$ cat src/rtl/up_down_counter.sv
// Up/down counter with a configurable terminal value, selectable wrap or
// saturate behaviour, synchronous clear/load and a one-cycle terminal-count
// pulse. count and tc are registered; at_max/at_min decode the live count.
module up_down_counter #(
    parameter int COUNT_WIDTH = 3,
    parameter int MAX_COUNT   = 2**COUNT_WIDTH - 1,
    parameter int SATURATE    = 0
) (
    input  logic                   clk,
    input  logic                   rst,
    input  logic                   en,
    input  logic                   up,
    input  logic                   clear,
    input  logic                   load,
    input  logic [COUNT_WIDTH-1:0] load_value,
    output logic [COUNT_WIDTH-1:0] count,
    output logic                   tc,
    output logic                   at_max,
    output logic                   at_min
);

    localparam logic [COUNT_WIDTH-1:0] MAX_VAL = COUNT_WIDTH'(MAX_COUNT);
    localparam logic [COUNT_WIDTH-1:0] ZERO    = {COUNT_WIDTH{1'b0}};
    localparam logic [COUNT_WIDTH-1:0] ONE     = COUNT_WIDTH'(1);

    logic [COUNT_WIDTH-1:0] count_r;
    logic                   tc_r;
    // Set while a saturating counter sits at a bound and keeps being pushed
    // outward; it suppresses repeat tc pulses until the counter moves again.
    logic                   blocked_r;

    logic [COUNT_WIDTH-1:0] next_count_s;
    logic                   next_tc_s;
    logic                   next_blocked_s;

    // Next-state decode with priority clear > load > enabled count > hold.
    always_comb begin
        next_count_s   = count_r;
        next_tc_s      = 1'b0;
        next_blocked_s = blocked_r;
        if (clear) begin
            next_count_s   = ZERO;
            next_blocked_s = 1'b0;
        end else if (load) begin
            next_count_s   = (load_value > MAX_VAL) ? MAX_VAL : load_value;
            next_blocked_s = 1'b0;
        end else if (en) begin
            if (up) begin
                if (count_r < MAX_VAL) begin
                    next_count_s   = count_r + ONE;
                    next_blocked_s = 1'b0;
                end else if (SATURATE == 0) begin
                    // Wrap modulo MAX_COUNT+1, not modulo 2**COUNT_WIDTH.
                    next_count_s   = ZERO;
                    next_tc_s      = 1'b1;
                    next_blocked_s = 1'b0;
                end else begin
                    next_count_s   = count_r;
                    next_tc_s      = ~blocked_r;
                    next_blocked_s = 1'b1;
                end
            end else begin
                if (count_r > ZERO) begin
                    next_count_s   = count_r - ONE;
                    next_blocked_s = 1'b0;
                end else if (SATURATE == 0) begin
                    next_count_s   = MAX_VAL;
                    next_tc_s      = 1'b1;
                    next_blocked_s = 1'b0;
                end else begin
                    next_count_s   = count_r;
                    next_tc_s      = ~blocked_r;
                    next_blocked_s = 1'b1;
                end
            end
        end else begin
            next_count_s   = count_r;
            next_tc_s      = 1'b0;
            next_blocked_s = blocked_r;
        end
    end

    // State registers; reset clears count, tc and the blocked tracking at once.
    always_ff @(posedge clk or negedge rst) begin
        if (!rst) begin
            count_r   <= ZERO;
            tc_r      <= 1'b0;
            blocked_r <= 1'b0;
        end else begin
            count_r   <= next_count_s;
            tc_r      <= next_tc_s;
            blocked_r <= next_blocked_s;
        end
    end

    assign count  = count_r;
    assign tc     = tc_r;
    assign at_max = (count_r == MAX_VAL);
    assign at_min = (count_r == ZERO);

endmodule
$ cat config.mk
export PLATFORM = sky130hd
export DESIGN_NAME = up_down_counter
export DESIGN_NICKNAME = d
export VERILOG_FILES = /design/src/rtl/up_down_counter.sv
export SDC_FILE = /design/constraint.sdc
export NUM_CORES = 1
export LEC_CHECK = 0
export CAP_MARGIN = 10
export CORE_AREA = 4 4 41 43
export DETAILED_ROUTE_END_ITERATION = 7
export DIE_AREA = 0 0 45 47
export PLACE_DENSITY = 0.59
export SETUP_SLACK_MARGIN = 0.02
export SLEW_MARGIN = 25
export SYNTH_ARGS = -nofsm -noshare
export SYNTH_HDL_FRONTEND = slang
export SYNTH_SLANG_ARGS = --single-unit
export TNS_END_PERCENT = 20
$ cat constraint.sdc
create_clock -name clk -period 2.5 [get_ports clk]
set_input_delay 0.25 -clock clk [delete_from_list [all_inputs] [get_ports clk]]
set_output_delay 0.25 -clock clk [all_outputs]
set_load 0.02 [all_outputs]
; Yosys cells after proc, flatten, opt, wreduce, memory -nomap -nowiden
; Cells that the tools add are included.
[classes]
add_sub_neg = 2
order_cmp = 3
eq_ne = 1
n_mux = 13
reduce_logical = 2
[op_table]
columns = operator, count
row1 = two-way mux 3 bit, 7
row2 = two-way mux 1 bit, 6
row3 = "adder 3 x 1 -> 3 bit, second input constant", 1
row4 = "== test 3 bit, second input constant", 1
row5 = "greater-than comparator 3 x 1 -> 1 bit, second input constant", 1
row6 = "greater-than comparator 3 bit, second input constant", 1
row7 = zero test 3 bit, 1
row8 = "less-than comparator 3 bit, second input constant", 1
row9 = nonzero test 3 bit, 1
row10 = "subtractor 3 x 1 -> 3 bit, second input constant", 1
[totals]
register_bits = 4
in_bits = 9
wordCells = 23

; Longest topological paths before layout
[depth]
word_depth = 6
depth_mapped = 5

; Least setup slack after synthesis
; Ideal clock, no wire load.
[synth_timing]
path_kind = register to register
from = register count_r[0], in the netlist count[0]
to = register count_r[2], in the netlist count[2]
setup_time_ns = 0.128
arrival_ns = 1.312
t_required_ns = 2.372
slack_ns = 1.061
stages_incl_launch_ff = 6
n_path_buf = 0
period_less_slack_ns = 1.439
cell_sequence = dfrtp_1 inv_1 ha_1 or3_1 nand4b_1 a31oi_1
[synth_between]
elab_chain_len = 6
[synth_rtl]
columns = item, line
row1 = "start, declared", 26  ; logic [COUNT_WIDTH-1:0] count_r;
row2 = "start signal, assigned", 90  ; count_r <= next_count_s;
row3 = subtractor 3 x 1 -> 3 bit (tied with other cells), 64  ; next_count_s = count_r - ONE;
row4 = "two-way mux 3 bit, on equally long branches", "63, 49"
row5 = two-way mux 3 bit (*), 48  ; if (up) begin
row6 = two-way mux 3 bit (*), 47  ; end else if (en) begin
row7 = two-way mux 3 bit (*), 44  ; end else if (load) begin
row8 = two-way mux 3 bit (*), 41  ; if (clear) begin
; Every way passes the cells marked *; elsewhere a longest branch is shown, timed or not. The select of a mux whose other input is x is not followed.
; A chain may end at the register's enable or synchronous reset.

; Worst setup path in the final report
[layout_timing]
from = register count_r[0], in the netlist count[0]
to = output at_min
[layout_between]
elab_chain_len = 1
[layout_rtl]
columns = item, line
row1 = zero test 3 bit, 99  ; assign at_min = (count_r == ZERO);
row2 = "end, declared", 19  ; output logic at_min
; Every way passes these cells.

==> flow_metrics.py <==
metrics = {
    "synthesis": {
        "synth_xor_area_share_pct": 2.87,
        "synth_seq_cells": 4,
        "ys_types": 19,
        "synth_compound_area_share_pct": 17.6,
        "syn_nets": 47,
        "synth_fa_ha_area_share_pct": 16.4,
        "synth_top_area_share_pct": 32.8,
        "synth-edff-count": 0,
        "synth-simple-area-share_pct": 25.4,
        "async_reset_ff_share_pct": 100,
        "synth_cells": 34,
        "yosysWarningCount": 0,
        "syn-cell-area_sq_um": 305,
        "synthMuxAreaShare_pct": 0,
        "synthTopCellsByCount": "dfrtp_1 (4), ha_1 (4), inv_1 (4), nand2_1 (4), a21oi_1 (3)",
        "synth.avg_cell_area_sq_um": 8.98,
        "synth.area.top_cells": "dfrtp_1 (33%), ha_1 (16%), a21oi_1 (4.9%)",
        "synth_top_family_by_area": "simple AND/OR/NAND/NOR gates",
        "synth_top_area_cell": "dfrtp_1",
        "ys.flop_type": "dfrtp_1",
        "synth-seq-area-share_pct": 32.8,
    },
    "floorplan": {
        "core_area_sq_mm": 0.00130,
        "floorplan.initialDensity_pct": 23.5,
        "boundaryPins": 15,
        "die_area_sq_mm": 0.00212,
        "die_y_um": 47,
        "rows": 13,
        "fp.dieW_um": 45,
    },
    "cts": {
        "clockBufferDepth": 2,
        "cts_resized": 0,
        "hold_buffers": 0,
        "htree_levels": 1,
        "cts-root-buf": "clkbuf_4",
        "cts.sinks": 4,
        "cts_buffers": 3,
        "clk_latency_ns": 0.24,
        "postCtsSetupBuffers": 0,
        "cts_tree": "yes",
        "clkSlewWorstSetupHoldPaths_ns": 0.04,
    },
    "critical_path": {
        "cp_num_cells": 4,
        "startpoint_type": "flip-flop",
        "crit_start": "count[0]",
        "cp-endpoint": "at_min",
        "worst-path-max-fanout": 7,
        "crit_type": "reg2out",
        "regToRegEndpoint": "count[1]",
        "path_delay_family": "buffers and inverters",
        "slowest_delay_ns": 0.53,
        "arrival_ns": 1.70,
        "reg2reg_setup_slack_ns": 1.11,
        "slowest_stage": "clkdlybuf4s50_1",
        "required_ns": 2.25,
        "cp_cell_sequence": "inv_1, ha_1, and2b_2, clkdlybuf4s50_1",
        "worst-path-buf-inv": 2,
        "r2r_start": "count[0]",
        "r2r_cells": 5,
        "critPathCaptureType": "primary output",
    },
    "cells_and_area": {
        "syn2layout_area_growth_pct": 59.4,
        "final_util_pct": 37.4,
        "fin_cells": 66,
        "num-fill-cells": 146,
        "drive_gt1_share_pct": 9.80,
        "num_antenna_cells": 0,
        "nets": 66,
    },
    "timing": {
        "slew_violations": 0,
        "hold_violations": 0,
        "max_slew_margin_pct": 82.0,
        "setup_viol": 0,
        "min_period_ns": 1.95,
        "rsz0062_at_grt": "false",
        "tns_ns": 0,
        "clock_skew_ns": 0.00130,
        "post-route-period-util_pct": 77.9,
        "tightest_slew_ns": 0.270,
        "fmax_mhz": 514,
    },
    "drt": {
        "wl_um": 730,
        "vias": 310,
        "wl_per_cell_um": 11.1,
        "drtIter0Drc": 2,
        "drtAntennaViolNets": 0,
        "drt-pass1-iter-count": 2,
        "avgViaCountPerCell": 4.70,
        "drc": 0,
    },
    "hold_path": {
        "hold_class": "in2async",
    },
    "grt": {
        "grt_pass1_vias": 300,
        "track_usage_pct": 8.95,
        "grt_pass1_wl_mm": 1.29,
        "antenna_found_initial": 0,
        "gr-total-overflow": 0,
        "grt_max_degree": 10,
    },
    "place": {
        "placed_cells": 63,
        "dp_hpwl_um": 602,
        "port_buffers": 14,
        "place_congestion": 0.715,
    },
    "pwr": {
        "power_density_mw_per_mm2": 463,
        "leakagePower_nw": 0.202,
        "ir_drop_v": 0.000206,
        "finalPower_mw": 0.225,
    },
    "flow_run": {
        "cap_violations": 0,
    },
    "status": {
        "status": "complete, no violations",
    },
}
-- worst min-delay path by stage --
stage / start / end / slack [ns] / cells past startpoint
floorplan: rst / count[0] / -0.05 / 0
global route: rst / tc / 0.23 / 1
CTS: rst / count[0] / 0.22 / 1
detailed placement: rst / count[2] / 0.47 / 1
global placement: rst / count[2] / 0.48 / 1
finish: rst / count[2] / 0.22 / 1
-- kinds of logic after synthesis --
group	Yosys count
AND/OR/NAND/NOR	13
XOR/XNOR	1
AO/OA/AOI/OAI	8
flip-flops	4
buffers and inverters	4
adder cells (fa/ha/maj)	4
-- final cells by class --
| class | instances | area [sq um] | share of cell area [%] |
|---|---|---|---|
| clock buffer | 3 | 22.5 | 4.63 |
| inverter | 4 | 15.0 | 3.08 |
| sequential | 4 | 100 | 20.6 |
| tap | 15 | 18.8 | 3.86 |
| timing repair buffer | 14 | 140 | 28.8 |
| multi-input combinational | 26 | 190 | 39.1 |
-- placed cells by master (no fill, tap or decap), drive strengths merged --
cell / synthesis / layout
a21oi: 3 / 3
a221oi: 1 / 1
a31oi: 1 / 1
a41oi: 1 / 1
and2b: 1 / 1
clkbuf: 0 / 3
clkdlybuf4s50: 0 / 14
dfrtp: 4 / 4
ha: 4 / 4
inv: 4 / 4
nand2: 4 / 4
nand3: 1 / 1
nand4: 1 / 1
nand4b: 1 / 1
nor2b: 1 / 1
nor3b: 2 / 2
nor4: 1 / 1
o21ai: 1 / 1
o21ba: 1 / 1
or3: 1 / 1
xnor2: 1 / 1
-- state kept, by name, indices dropped and copies added (netlist names) --
signal and flops:
count 3, tc 1
-- worst reg2reg max path, stage by stage (launching register included) --
cell	delay, ns
dfrtp_1	0.43
inv_1	0.09
ha_1	0.31
xnor2_1	0.17
nand2_1	0.07
a221oi_1	0.23
-- metal layers --
layer	track usage, %	vias to the layer above	share of wire [%]
li1	-	161	-
met1	10.1	137	43
met2	13.6	10	45
met3	5.75	2	11
met4	3.51	0	1.4
met5	0	-	0
-- per-stage QoR --
stage | hold slack [ns] | area [sq um] | setup WS [ns]
global placement | 0.479 | 464 | 0.831
finish | 0.220 | 487 | 0.553
global route | 0.226 | 487 | 0.444
detailed placement | 0.474 | 464 | 0.796
CTS | 0.218 | 487 | 0.536
floorplan | -0.0456 | 305 | 1.06
-- power by group --
part / internal (mW) / switching, mW / total [mW]
clock network: 0.0538 / 0.0279 / 0.0817
registers: 0.0691 / 0.00673 / 0.0758
logic: 0.0375 / 0.0303 / 0.0678
total: 0.160 / 0.0649 / 0.225
No activity file was read; power rests on OpenSTA's default activity.
